File: src/rtl/aggregating_results_arbiter.sv
// aggregating_results_arbiter: round-robin collector of per-pipe result FIFOs into one
// tagged output stream, with credit-checked grabs so the output buffer never overflows.
module aggregating_results_arbiter #(
    parameter int NUM_PIPES             = 4,
    parameter int PCOEFF_COUNT_BITWIDTH = 10,
    parameter int READ_LATENCY          = 2,
    parameter int BUF_DEPTH_LOG2        = 3
) (
    input  logic                                                 clk,
    input  logic                                                 rst_n,
    input  logic [NUM_PIPES-1:0]                                 resultsAvailable,
    output logic [NUM_PIPES-1:0]                                 grabResults,
    input  logic [NUM_PIPES*(PCOEFF_COUNT_BITWIDTH+35)-1:0]      pcoeffSumIn,
    input  logic [NUM_PIPES*PCOEFF_COUNT_BITWIDTH-1:0]           pcoeffCountIn,
    output logic                                                 outValid,
    input  logic                                                 outReady,
    output logic [3:0]                                           outPipeIndex,
    output logic [PCOEFF_COUNT_BITWIDTH+34:0]                    outPcoeffSum,
    output logic [PCOEFF_COUNT_BITWIDTH-1:0]                     outPcoeffCount,
    output logic [31:0]                                          resultsCollected
);
    localparam int SW    = PCOEFF_COUNT_BITWIDTH + 35;
    localparam int CW    = PCOEFF_COUNT_BITWIDTH;
    localparam int EW    = 4 + SW + CW;
    localparam int AW    = BUF_DEPTH_LOG2;
    localparam int DEPTH = 1 << BUF_DEPTH_LOG2;

    logic [NUM_PIPES-1:0] r_grab;
    logic [3:0]           r_gidx;
    logic [3:0]           r_ptr;
    logic [READ_LATENCY-1:0] r_dv;
    logic [3:0]           r_di [READ_LATENCY];
    logic [EW-1:0]        r_mem [DEPTH];
    logic [AW-1:0]        r_wptr, r_rptr;
    logic [AW:0]          r_cnt, r_infl;
    logic [31:0]          r_collected;

    logic                 w_credit, w_gnt, w_push, w_pop;
    logic [NUM_PIPES-1:0] w_elig, w_rot;
    logic [3:0]           w_sel, w_ptr_nxt, w_idx;
    logic [EW-1:0]        w_head, w_in;

    // In-flight grants hold a buffer slot from decision until their word is popped.
    assign w_credit  = ({1'b0, r_cnt} + {1'b0, r_infl}) < (AW+2)'(DEPTH);
    assign w_elig    = resultsAvailable & ~r_grab & {NUM_PIPES{w_credit}};
    assign w_rot     = NUM_PIPES'({w_elig, w_elig} >> r_ptr);
    assign w_ptr_nxt = (w_sel == 4'(NUM_PIPES-1)) ? 4'd0 : w_sel + 4'd1;

    always_comb begin
        w_gnt = 1'b0;
        w_sel = '0;
        for (int k = NUM_PIPES-1; k >= 0; k--)
            if (w_rot[k]) begin
                w_gnt = 1'b1;
                w_sel = (5'(r_ptr) + 5'(k) >= 5'(NUM_PIPES)) ? 4'(5'(r_ptr) + 5'(k) - 5'(NUM_PIPES))
                                                             : 4'(5'(r_ptr) + 5'(k));
            end
    end

    assign w_idx    = r_di[READ_LATENCY-1];
    assign w_push   = r_dv[READ_LATENCY-1];
    assign w_in     = {w_idx, pcoeffSumIn[w_idx*SW +: SW], pcoeffCountIn[w_idx*CW +: CW]};
    assign outValid = r_cnt != '0;
    assign w_pop    = outValid && outReady;
    assign w_head   = r_mem[r_rptr];

    assign grabResults      = r_grab;
    assign resultsCollected = r_collected;
    assign {outPipeIndex, outPcoeffSum, outPcoeffCount} = outValid ? w_head : '0;

    always_ff @(posedge clk) begin
        if (!rst_n) begin
            r_grab      <= '0;
            r_gidx      <= '0;
            r_ptr       <= '0;
            r_dv        <= '0;
            r_wptr      <= '0;
            r_rptr      <= '0;
            r_cnt       <= '0;
            r_infl      <= '0;
            r_collected <= '0;
        end else begin
            r_grab      <= w_gnt ? NUM_PIPES'(1) << w_sel : '0;
            r_gidx      <= w_sel;
            r_ptr       <= w_gnt ? w_ptr_nxt : r_ptr;
            r_dv[0]     <= |r_grab;
            for (int k = 1; k < READ_LATENCY; k++)
                r_dv[k] <= r_dv[k-1];
            r_wptr      <= r_wptr + AW'(w_push);
            r_rptr      <= r_rptr + AW'(w_pop);
            r_cnt       <= r_cnt + (AW+1)'(w_push) - (AW+1)'(w_pop);
            r_infl      <= r_infl + (AW+1)'(w_gnt) - (AW+1)'(w_push);
            r_collected <= r_collected + 32'(w_pop);
        end
    end

    always_ff @(posedge clk) begin
        r_di[0] <= r_gidx;
        for (int k = 1; k < READ_LATENCY; k++)
            r_di[k] <= r_di[k-1];
        if (w_push)
            r_mem[r_wptr] <= w_in;
    end

    assert property (@(posedge clk) disable iff (!rst_n) w_push |-> r_cnt != (AW+1)'(DEPTH))
        else $error("push into full result buffer");
endmodule

File: config.mk
export PLATFORM = sky130hd
export DESIGN_NAME = aggregating_results_arbiter
export DESIGN_NICKNAME = d
export VERILOG_FILES = /design/src/rtl/aggregating_results_arbiter.sv
export SDC_FILE = /design/constraint.sdc
export NUM_CORES = 1
export LEC_CHECK = 0
export ABC_AREA = 0
export CORE_MARGIN = 2
export CORE_UTILIZATION = 25
export DETAILED_ROUTE_END_ITERATION = 8
export HOLD_SLACK_MARGIN = 0.02
export PLACE_DENSITY = 0.49
export SYNTH_ARGS = -nofsm -noshare
export SYNTH_HDL_FRONTEND = slang
export SYNTH_SLANG_ARGS = --single-unit
File: constraint.sdc
create_clock -name clk -period 4.9 [get_ports clk]
set_clock_uncertainty 0.15 [all_clocks]
set_input_delay 0.735 -clock clk [delete_from_list [all_inputs] [get_ports clk]]
set_output_delay 0.735 -clock clk [all_outputs]
set_load 0.05 [all_outputs]
# [Word-level counts from Yosys, hierarchy flattened]
# Memory sizes are Yosys's and may differ from the RTL's. A register that Yosys moved wholly into a read port is not among the register bits.
# Index checks and enable logic that the tools add are counted.
[word_totals] n_memories=2 regBits=60 output_inout_bits=96 ram_bits=480 word_cells=63
[mem_list] memory="r_mem" depth=8 width=59 read_ports=1 rd_ports_with_merged_regs=1 write_ports=1 line_no="33" rtl="logic [EW-1:0] r_mem [DEPTH];"
[mem_list] memory="r_di" depth=2 width=4 read_ports=2 rd_ports_with_merged_regs=0 write_ports=2 line_no="32" rtl="logic [3:0] r_di [READ_LATENCY];"
[classes] n_reduce_logical=4 n_addsub=16 n_bitwise=3 multipliers=2 n_shift=4 magnitude_cmp=5 n_eq_ne=1 mux=17
[ops] cell="180-bit by 11-bit indexed part select with 45-bit output" n=1
[ops] cell="59-bit two-way mux" n=1
[ops] cell="40-bit by 9-bit indexed part select with 10-bit output" n=1
[ops] cell="4-bit two-way mux" n=9
[ops] cell="32-bit by 1-bit adder with 32-bit output" n=1
[ops] cell="4-bit by 3-bit subtractor with 4-bit output (second input constant)" n=4
[ops] cell="5-bit by 3-bit >= comparator with 1-bit output (second input constant)" n=3
[ops] cell="4-bit by 2-bit adder with 5-bit output (second input constant)" n=2
[ops] cell="4-bit by 6-bit multiplier with 10-bit output (second input constant)" n=1
[ops] cell="4-bit by 1-bit adder with 4-bit output" n=2
[ops] cell="4-bit AND" n=2
[ops] cell="8-bit by 4-bit >> shifter with 4-bit output" n=1
[ops] cell="4-bit by 1-bit subtractor with 4-bit output" n=2
[ops] cell="4-bit by 3-bit multiplier with 7-bit output (second input constant)" n=1
[ops] cell="3-bit by 1-bit adder with 3-bit output" n=2
[ops] cell="1-bit two-way mux" n=6
[ops] cell="4-bit by 1-bit adder with 5-bit output (second input constant)" n=1
[ops] cell="4-bit by 4-bit adder with 5-bit output" n=1
[ops] cell="5-bit by 4-bit less-than comparator with 1-bit output (second input constant)" n=1
[ops] cell="4-bit by 1-bit adder with 4-bit output (second input constant)" n=1
[ops] cell="4-bit by 2-bit equality test with 1-bit output (second input constant)" n=1
[ops] cell="4-bit by 3-bit >= comparator with 1-bit output (second input constant)" n=1
[ops] cell="4-bit NOT" n=1
[ops] cell="4-bit nonzero test" n=1
[ops] cell="5 further kinds" n=5

# [Depth between registers and ports, before layout]
# Gate-level depths: netlist (run 1).
[depth] depth_word=10 ltp_mapped=14 depth_no_buf=13

# [Worst setup path after synthesis (run 1)]
# No wires, ideal clock.
[synth_path] kind="register to register" from="reg r_dv[1]" to="mem r_mem[0][0] in the netlist's numbering (enable)" period_less_slack_ns=5.209 n_path_buf=0 setup_slack_ns=-0.309 t_required_ns=4.201 path_stages_with_launch=3 arrival_time_ns=4.510 path_cell_list="dfxtp_1 nand2b_1 nor3_1"
[synth_via] elab_chain_len=2
[synth_rtl] item="start, declared" line_no="31" rtl="logic [READ_LATENCY-1:0] r_dv;"
[synth_rtl] item="start signal, assigned by index" line_no="88" rtl="r_dv[k] <= r_dv[k-1];"
[synth_rtl] item="1-bit two-way mux" line_no="101" rtl="if (w_push)"
[synth_rtl] item="1-bit two-way mux (implied by the code)" line_no="102" rtl="r_mem[r_wptr] <= w_in;"
[synth_rtl] item="end, declared" line_no="33"
# No other way between the ends.

==> run metrics, run 1 <==
outcome=complete, no violations; clock buffer count from CTS=61; global-route total usage across every layer=0.1268; Total Nets Final=1858; net load switching power=approximately 0.0058 W; detailed-routing iteration count for the pre-antenna-repair pass=5; DR WL/cell=21.19 um; endpoint arrival time on the critical path=approximately 3300 ps; post-synthesis instance area=22960 um^2; Ys Warns=0; minimum setup slack among reg-to-reg paths=1310 ps; initial DRC count=just over 700; worst setup path startpoint=r_rptr[0]; worst path required time=4010 ps; post-synthesis net count=approximately 1500; category of the worst setup path capture point=output port; via count=12620; length in cells of the worst reg-to-reg path=12; number of buffers added to fix hold violations after cts=0; number of nets still failing antenna checks after routing=0; Synth Instances=between 1000 and 1500; launching point of the worst reg2reg path=r_ptr[1]; count of antenna diodes in the layout=0; critical path class=reg -> out; Leak Pwr=around 9.5 nW; power density cells=560.6 nW/um^2; quantity of I/O buffers inserted on ports=322; # resized after CTS=0; top fanout value on the critical path=17; CP max-delay cell=sky130_fd_sc_hd__clkdlybuf4s50_1; share of post-route cells with drive strength above 1=0.1972; core footprint=91390 um^2; worst slew margin relative to its limit=0.2567; deepest clock path buffer count=3; register bit total from synthesis=540; final critical-path share of the clock period=0.8571; Top Ports=around 320; total negative slack for setup checks=0 ps; sequential power share=0.358; fraction of power spent switching nets=0.3436; Clk pwr share=0.293; H-tree depth=2; TritonCTS clock tree=done; most frequent cells in the layout=sky130_fd_sc_hd__edfxtp_1, sky130_fd_sc_hd__clkdlybuf4s50_1, sky130_fd_sc_hd__mux4_2; endpoint of the most critical register-to-register path=r_infl[2]; startpoint type of the worst setup path=register; unrepaired setup endpoints after global routing=no; HPWL after detailed placement=35410 um; Levels on crit path=5; routability-driven placement congestion ratio=~0.75; initial core utilization=0.2513; library cell used as clock root buffer=sky130_fd_sc_hd__clkbuf_16; number of setup violations in the final report=0; top_reg_cell synth=sky130_fd_sc_hd__edfxtp_1; worst skew pair latency=660 ps; final WL=~60000 um; die boundary width=307.1 um; number of synthesized flops with an enable pin=between 400 and 500; total buffers and inverters traversed by the critical path=2; share of synthesized flip-flops with an asynchronous set or reset=0; type of the worst min-delay path=reg -> reg; antenna violations before repair=5; area added between synthesis and finish=30.69%; commonest non-fill, non-tap cell in the layout=sky130_fd_sc_hd__edfxtp_1; Max Slew Vio Count=0; delay of the slowest cell on the worst path=between 700 and 800 ps; register area share after synthesis=0.6765; DRC violations left=0; fmax=238.1 MHz; number of hold violations in the final report=0; slew of the pin with the lowest slew margin=1115 ps; average cell area after synthesis=18.24 um^2; global-route wire length before repair=89310 um; DR vias/cell=around 4.4; final worst path period need=4200 ps; internal portion of total power=0.01104 W; total overflow reported by the global router=0; CP cell instances=buf_4 -> mux4_2 -> mux2i_1 -> nor2_1 -> clkdlybuf4s50_1; area of all placed cells without fillers=30010 um^2; count of unique library cells instantiated by Yosys=59; clock slew at reported path FFs=roughly 60 ps; vertical extent of the die=307.1 um; total die area=94290 um^2; sink count of the clock tree=540; pin count of the biggest net entering global routing=64; FILL cells=8797; floorplan row count=between 100 and 150; post-placement cell area=27800 um^2; crit-path leading delay family=buffers and inverters; crit path capture=outPcoeffSum[38]; via count of the first global-routing pass=~14000; worst voltage drop across the vdd grid=0.3607 mV; post-CTS repair timing setup buffer count=0; max-capacitance violation count=0; proportion of power drawn by combinational gates=0.349; utilization after layout=0.3284
Yosys cell counts, types with 2 or more instances:
master	instances	area [um^2]
sky130_fd_sc_hd__a211oi_1	3	22.52
sky130_fd_sc_hd__a21o_1	4	30.03
sky130_fd_sc_hd__a21oi_1	16	80.08
sky130_fd_sc_hd__a311oi_1	2	17.52
sky130_fd_sc_hd__and2_1	14	87.58
sky130_fd_sc_hd__and3_1	9	56.30
sky130_fd_sc_hd__and3b_1	4	35.03
sky130_fd_sc_hd__and4_1	2	17.52
sky130_fd_sc_hd__buf_1	27	101.4
sky130_fd_sc_hd__buf_2	5	25.02
sky130_fd_sc_hd__buf_6	2	22.52
sky130_fd_sc_hd__clkbuf_1	36	135.1
sky130_fd_sc_hd__dfxtp_1	68	1361
sky130_fd_sc_hd__edfxtp_1	472	14170
sky130_fd_sc_hd__fa_1	2	40.04
sky130_fd_sc_hd__ha_1	29	362.9
sky130_fd_sc_hd__inv_1	23	86.33
sky130_fd_sc_hd__mux2i_1	59	590.6
sky130_fd_sc_hd__mux4_2	173	3896
sky130_fd_sc_hd__nand2_1	16	60.06
sky130_fd_sc_hd__nand2b_1	3	18.77
sky130_fd_sc_hd__nand3_1	15	75.07
sky130_fd_sc_hd__nand4_1	10	62.56
sky130_fd_sc_hd__nor2_1	110	412.9
sky130_fd_sc_hd__nor2b_1	57	356.6
sky130_fd_sc_hd__nor3_1	6	30.03
sky130_fd_sc_hd__nor3b_1	7	52.55
sky130_fd_sc_hd__nor4_4	2	42.54
sky130_fd_sc_hd__o211ai_1	2	15.01
sky130_fd_sc_hd__o21a_1	3	22.52
sky130_fd_sc_hd__o21ai_0	9	45.04
sky130_fd_sc_hd__o21ai_1	2	10.01
sky130_fd_sc_hd__or3_1	3	18.77
sky130_fd_sc_hd__xnor2_1	16	140.1
sky130_fd_sc_hd__xor2_1	24	210.2
per-layer routing:
| metal | vias to the layer above | track usage | part of all wire |
|---|---|---|---|
| li1 | 5710 | - | - |
| met1 | 6536 | 0.1624 | 0.44 |
| met2 | 302 | 0.2168 | 0.49 |
| met3 | 69 | 0.03025 | 0.057 |
| met4 | 2 | 0.02927 | 0.018 |
| met5 | - | 0 | 0.00022 |
kinds of logic (layout without fill, tap and decap cells):
kind of cell             count (synthesis)  in the layout  share of synthesized area
flip-flops                             540            540                     0.6765
AND/OR/NAND/NOR                        270            270                    0.06266
multiplexers                           232            232                     0.1954
buffers and inverters                   95            489                    0.01662
AO/OA/AOI/OAI                           51             51                    0.01597
XOR/XNOR                                40             40                    0.01526
adder cells (fa/ha/maj)                 31             31                    0.01755
sequential cells by signal (all words and copies together), names as in the netlist:
name	flops
grabResults	4
r_cnt	4
r_di	8
r_dv	2
r_gidx	4
r_infl	4
r_mem	472
r_ptr	4
r_rptr	3
r_wptr	3
resultsCollected	32
layout make-up:
cell class / count / area [um^2] / share of cell area
Inverter: 24 / 90.09 / 0.003002
Sequential cell: 540 / 15550 / 0.5183
Clock inverter: 49 / 660.6 / 0.02201
Timing Repair Buffer: 349 / 3551 / 0.1183
Clock buffer: 67 / 1549 / 0.05162
Tap cell: 1186 / 1484 / 0.04945
Multi-Input combinational cell: 624 / 7121 / 0.2373
worst min path at each step:
stage	start	to	slack (ps)	cells past startpoint
floorplan	r_gidx[0]	r_di[0][0]	160	0
global placement	r_di[0][1]	r_di[0][5]	160	0
detailed placement	r_gidx[0]	r_di[0][0]	160	0
CTS	r_di[0][1]	r_di[0][5]	180	0
global route	r_di[0][0]	r_di[0][4]	180	0
finish	r_di[0][1]	r_di[0][5]	170	0
power groups by stage:
stage	registers [W]	clock network, W	logic, W
2_1_floorplan	0.00597	0	0.00407
3_3_place_gp	0.00612	0	0.00594
4_1_cts	0.00603	0.00508	0.00603
3_5_place_dp	0.00613	0	0.00600
5_1_grt	0.00607	0.00525	0.00638
6_report	0.00602	0.00494	0.00587
per-stage QoR:
stage               hold WS (ps)  total power (W)  instances  setup slack (ps)
detailed placement         162.1          0.01214       2723             770.1
floorplan                  159.6          0.01004       1259              1263
CTS                        175.0          0.01714       2839             540.1
finish                     173.0          0.01682       2839             700.3
global route               181.1          0.01769       2839             473.0
global placement           160.0          0.01206       2723             821.1
No activity file was read; power rests on OpenSTA's default activity.
==> run 2: changes to the inputs <==
--- a/config.mk
+++ b/config.mk
@@ -6,7 +6,8 @@
 export NUM_CORES = 1
 export LEC_CHECK = 0
 export ABC_AREA = 0
-export CORE_MARGIN = 2
+export CAP_MARGIN = 20
+export CORE_MARGIN = 3
 export CORE_UTILIZATION = 25
 export DETAILED_ROUTE_END_ITERATION = 8
 export HOLD_SLACK_MARGIN = 0.02
==> run metrics, run 2 (same netlist as run 1, synthesis figures left out) <==
routability-driven placement congestion ratio=0.7787 (+4.5%); slew of the pin with the lowest slew margin=1067 ps (-48.36 ps); number of buffers added to fix hold violations after cts=0 (unchanged); clock buffer count from CTS=58 (-4.9%); sink count of the clock tree=540 (unchanged); HPWL after detailed placement=37010 um (+4.5%); post-route met1 wirelength=25740 um (-1.6%); commonest non-fill, non-tap cell in the layout=sky130_fd_sc_hd__edfxtp_1; initial DRC count=757 (+6.8%); total overflow reported by the global router=0 (unchanged); power density cells=543.5 nW/um^2 (-3.0%); worst slew margin relative to its limit=0.2889 (+0.03224); core footprint=90560 um^2 (-0.90%); type of the worst min-delay path=reg -> reg; number of setup violations in the final report=0 (unchanged); total die area=95520 um^2 (+1.3%); fmax=235.2 MHz (-1.2%); library cell used as clock root buffer=sky130_fd_sc_hd__clkbuf_16; total buffers and inverters traversed by the critical path=2 (unchanged); number of nets still failing antenna checks after routing=0 (unchanged); DR vias/cell=4.488 (+0.96%); max reg flops=472 (unchanged); unrepaired setup endpoints after global routing=no; endpoint arrival time on the critical path=3370 ps (+60 ps); FILL cells=8758 (-0.44%); detailed-routing iteration count for the pre-antenna-repair pass=4 (-1); Reg with most FFs=r_mem; CP cell instances=buf_12 -> mux4_2 -> mux2i_1 -> nor2_1 -> clkdlybuf4s50_1; global-route total usage across every layer=0.1255 (-0.001300); area added between synthesis and finish=28.96%; initial core utilization=0.2536 (+0.002284); H-tree depth=2 (unchanged); Max Slew Vio Count=0 (unchanged); worst path required time=4010 ps (about the same); share of post-route cells with drive strength above 1=0.1880 (-0.009261); startpoint type of the worst setup path=register; outcome=complete, no violations; top fanout value on the critical path=38 (+21); TritonCTS clock tree=done; total negative slack for setup checks=0 ps (unchanged); CP max-delay cell=sky130_fd_sc_hd__clkdlybuf4s50_1; clock slew at reported path FFs=60 ps (about the same); global-route wire length before repair=89260 um (about the same); most frequent cells in the layout=sky130_fd_sc_hd__edfxtp_1, sky130_fd_sc_hd__clkdlybuf4s50_1, sky130_fd_sc_hd__mux4_2; critical path class=reg -> out; die boundary width=309.1 um (+0.65%); DR WL/cell=21.54 um (+1.7%); number of hold violations in the final report=0 (unchanged); Post-Place Setup Slack=772.8 ps (+2.726 ps); worst skew pair latency=620 ps (-40 ps); crit-path leading delay family=buffers and inverters; via count of the first global-routing pass=13910 (-0.29%); category of the worst setup path capture point=output port; Final Worst Setup Slack=649.1 ps (-51.19 ps); Top Ports=323 (unchanged); # resized after CTS=0 (unchanged); post-CTS repair timing setup buffer count=0 (unchanged); delay of the slowest cell on the worst path=750 ps (+30 ps); quantity of I/O buffers inserted on ports=322 (unchanged); floorplan row count=110 (-0.90%); metal2 WL=30390 um (+3.2%); utilization after layout=0.3270 (-0.001408); worst voltage drop across the vdd grid=0.3022 mV (-16%); wire length on met3=3701 um (+7.0%); via count=12660 (+0.36%); vertical extent of the die=309.1 um (+0.65%); final WL=60800 um (+1.1%); antenna violations before repair=5 (unchanged); top routing layer in use=met5; Total Nets Final=1856 (-0.11%); DRC violations left=0 (unchanged); pin count of the biggest net entering global routing=64 (unchanged); Leak Pwr=9.281 nW (-1.8%); final critical-path share of the clock period=0.8675 (+0.01045); max-capacitance violation count=0 (unchanged); deepest clock path buffer count=3 (unchanged); final worst path period need=4251 ps (+51.19 ps)
-- run 2: layout make-up --
cell class | instances | area, um^2 | share of cell area
sequential | 540 | 15550 | 0.5253
antenna | 2 | 5.005 | 0.0001690
timing repair buffer | 350 | 3521 | 0.1189
inverter | 24 | 90.09 | 0.003042
clock inverter | 36 | 290.3 | 0.009803
clock buffer | 70 | 1559 | 0.05265
multi-input combinational | 624 | 7121 | 0.2405
tap | 1176 | 1471 | 0.04969
-- run 2: worst paths after layout --
kind	startpoint	end	slack [ps]	cells past startpoint
hold / removal	r_di[0][2]	r_di[0][6]	170	0
hold reg to reg	r_di[0][2]	r_di[0][6]	170	0
setup reg to reg	r_ptr[1]	r_infl[2]	1300	12
setup / recovery	r_rptr[0]	outPcoeffSum[43]	650	5
-- run 2: report_power, final --
group | switching, W | total (W) | internal, W
clock | 0.00179 | 0.00421 | 0.00242
combinational | 0.00355 | 0.00581 | 0.00226
sequential | 0.000320 | 0.00608 | 0.00576
total | 0.00565 | 0.0161 | 0.0104
-- run 2: routing by layer --
layer / vias to the layer above / track usage
met5: - / 0
met4: 2 / 0.02730
met3: 69 / 0.02834
met2: 314 / 0.2175
met1: 6596 / 0.1606
li1: 5683 / -
-- run 2: per-stage QoR --
| step | std cells | hold slack, ps | cell area (um^2) | power, W |
|---|---|---|---|---|
| final | 2822 | 174.7 | 29610 | 0.01609 |
| after global routing | 2820 | 179.5 | 29610 | 0.01699 |
| after CTS | 2820 | 176.0 | 29610 | 0.01646 |
| after detailed placement | 2714 | 162.1 | 27760 | 0.01216 |
| after global placement | 2714 | 159.3 | 27760 | 0.01206 |
| after floorplan | 1259 | 159.6 | 22970 | 0.01004 |
-- run 2: worst register-to-register path, cell delays in order (launching register included) --
cell	delay [ps]
sky130_fd_sc_hd__dfxtp_1	670
sky130_fd_sc_hd__nor3b_1	140
sky130_fd_sc_hd__a311oi_1	530
sky130_fd_sc_hd__a211oi_4	130
sky130_fd_sc_hd__or4_1	670
sky130_fd_sc_hd__inv_2	120
sky130_fd_sc_hd__ha_1	220
sky130_fd_sc_hd__inv_1	50
sky130_fd_sc_hd__ha_1	160
sky130_fd_sc_hd__inv_1	60
sky130_fd_sc_hd__fa_1	380
sky130_fd_sc_hd__xor2_1	140
sky130_fd_sc_hd__nor2_1	60
==> run 3: changes to the inputs <==
--- a/config.mk
+++ b/config.mk
@@ -10,6 +10,7 @@
 export CORE_MARGIN = 3
 export CORE_UTILIZATION = 25
 export DETAILED_ROUTE_END_ITERATION = 8
+export GPL_ROUTABILITY_DRIVEN = 0
 export HOLD_SLACK_MARGIN = 0.02
 export PLACE_DENSITY = 0.49
 export SYNTH_ARGS = -nofsm -noshare
==> results of run 3 <==
No change in the layout: final DEF, timing and power equal those of run 2.
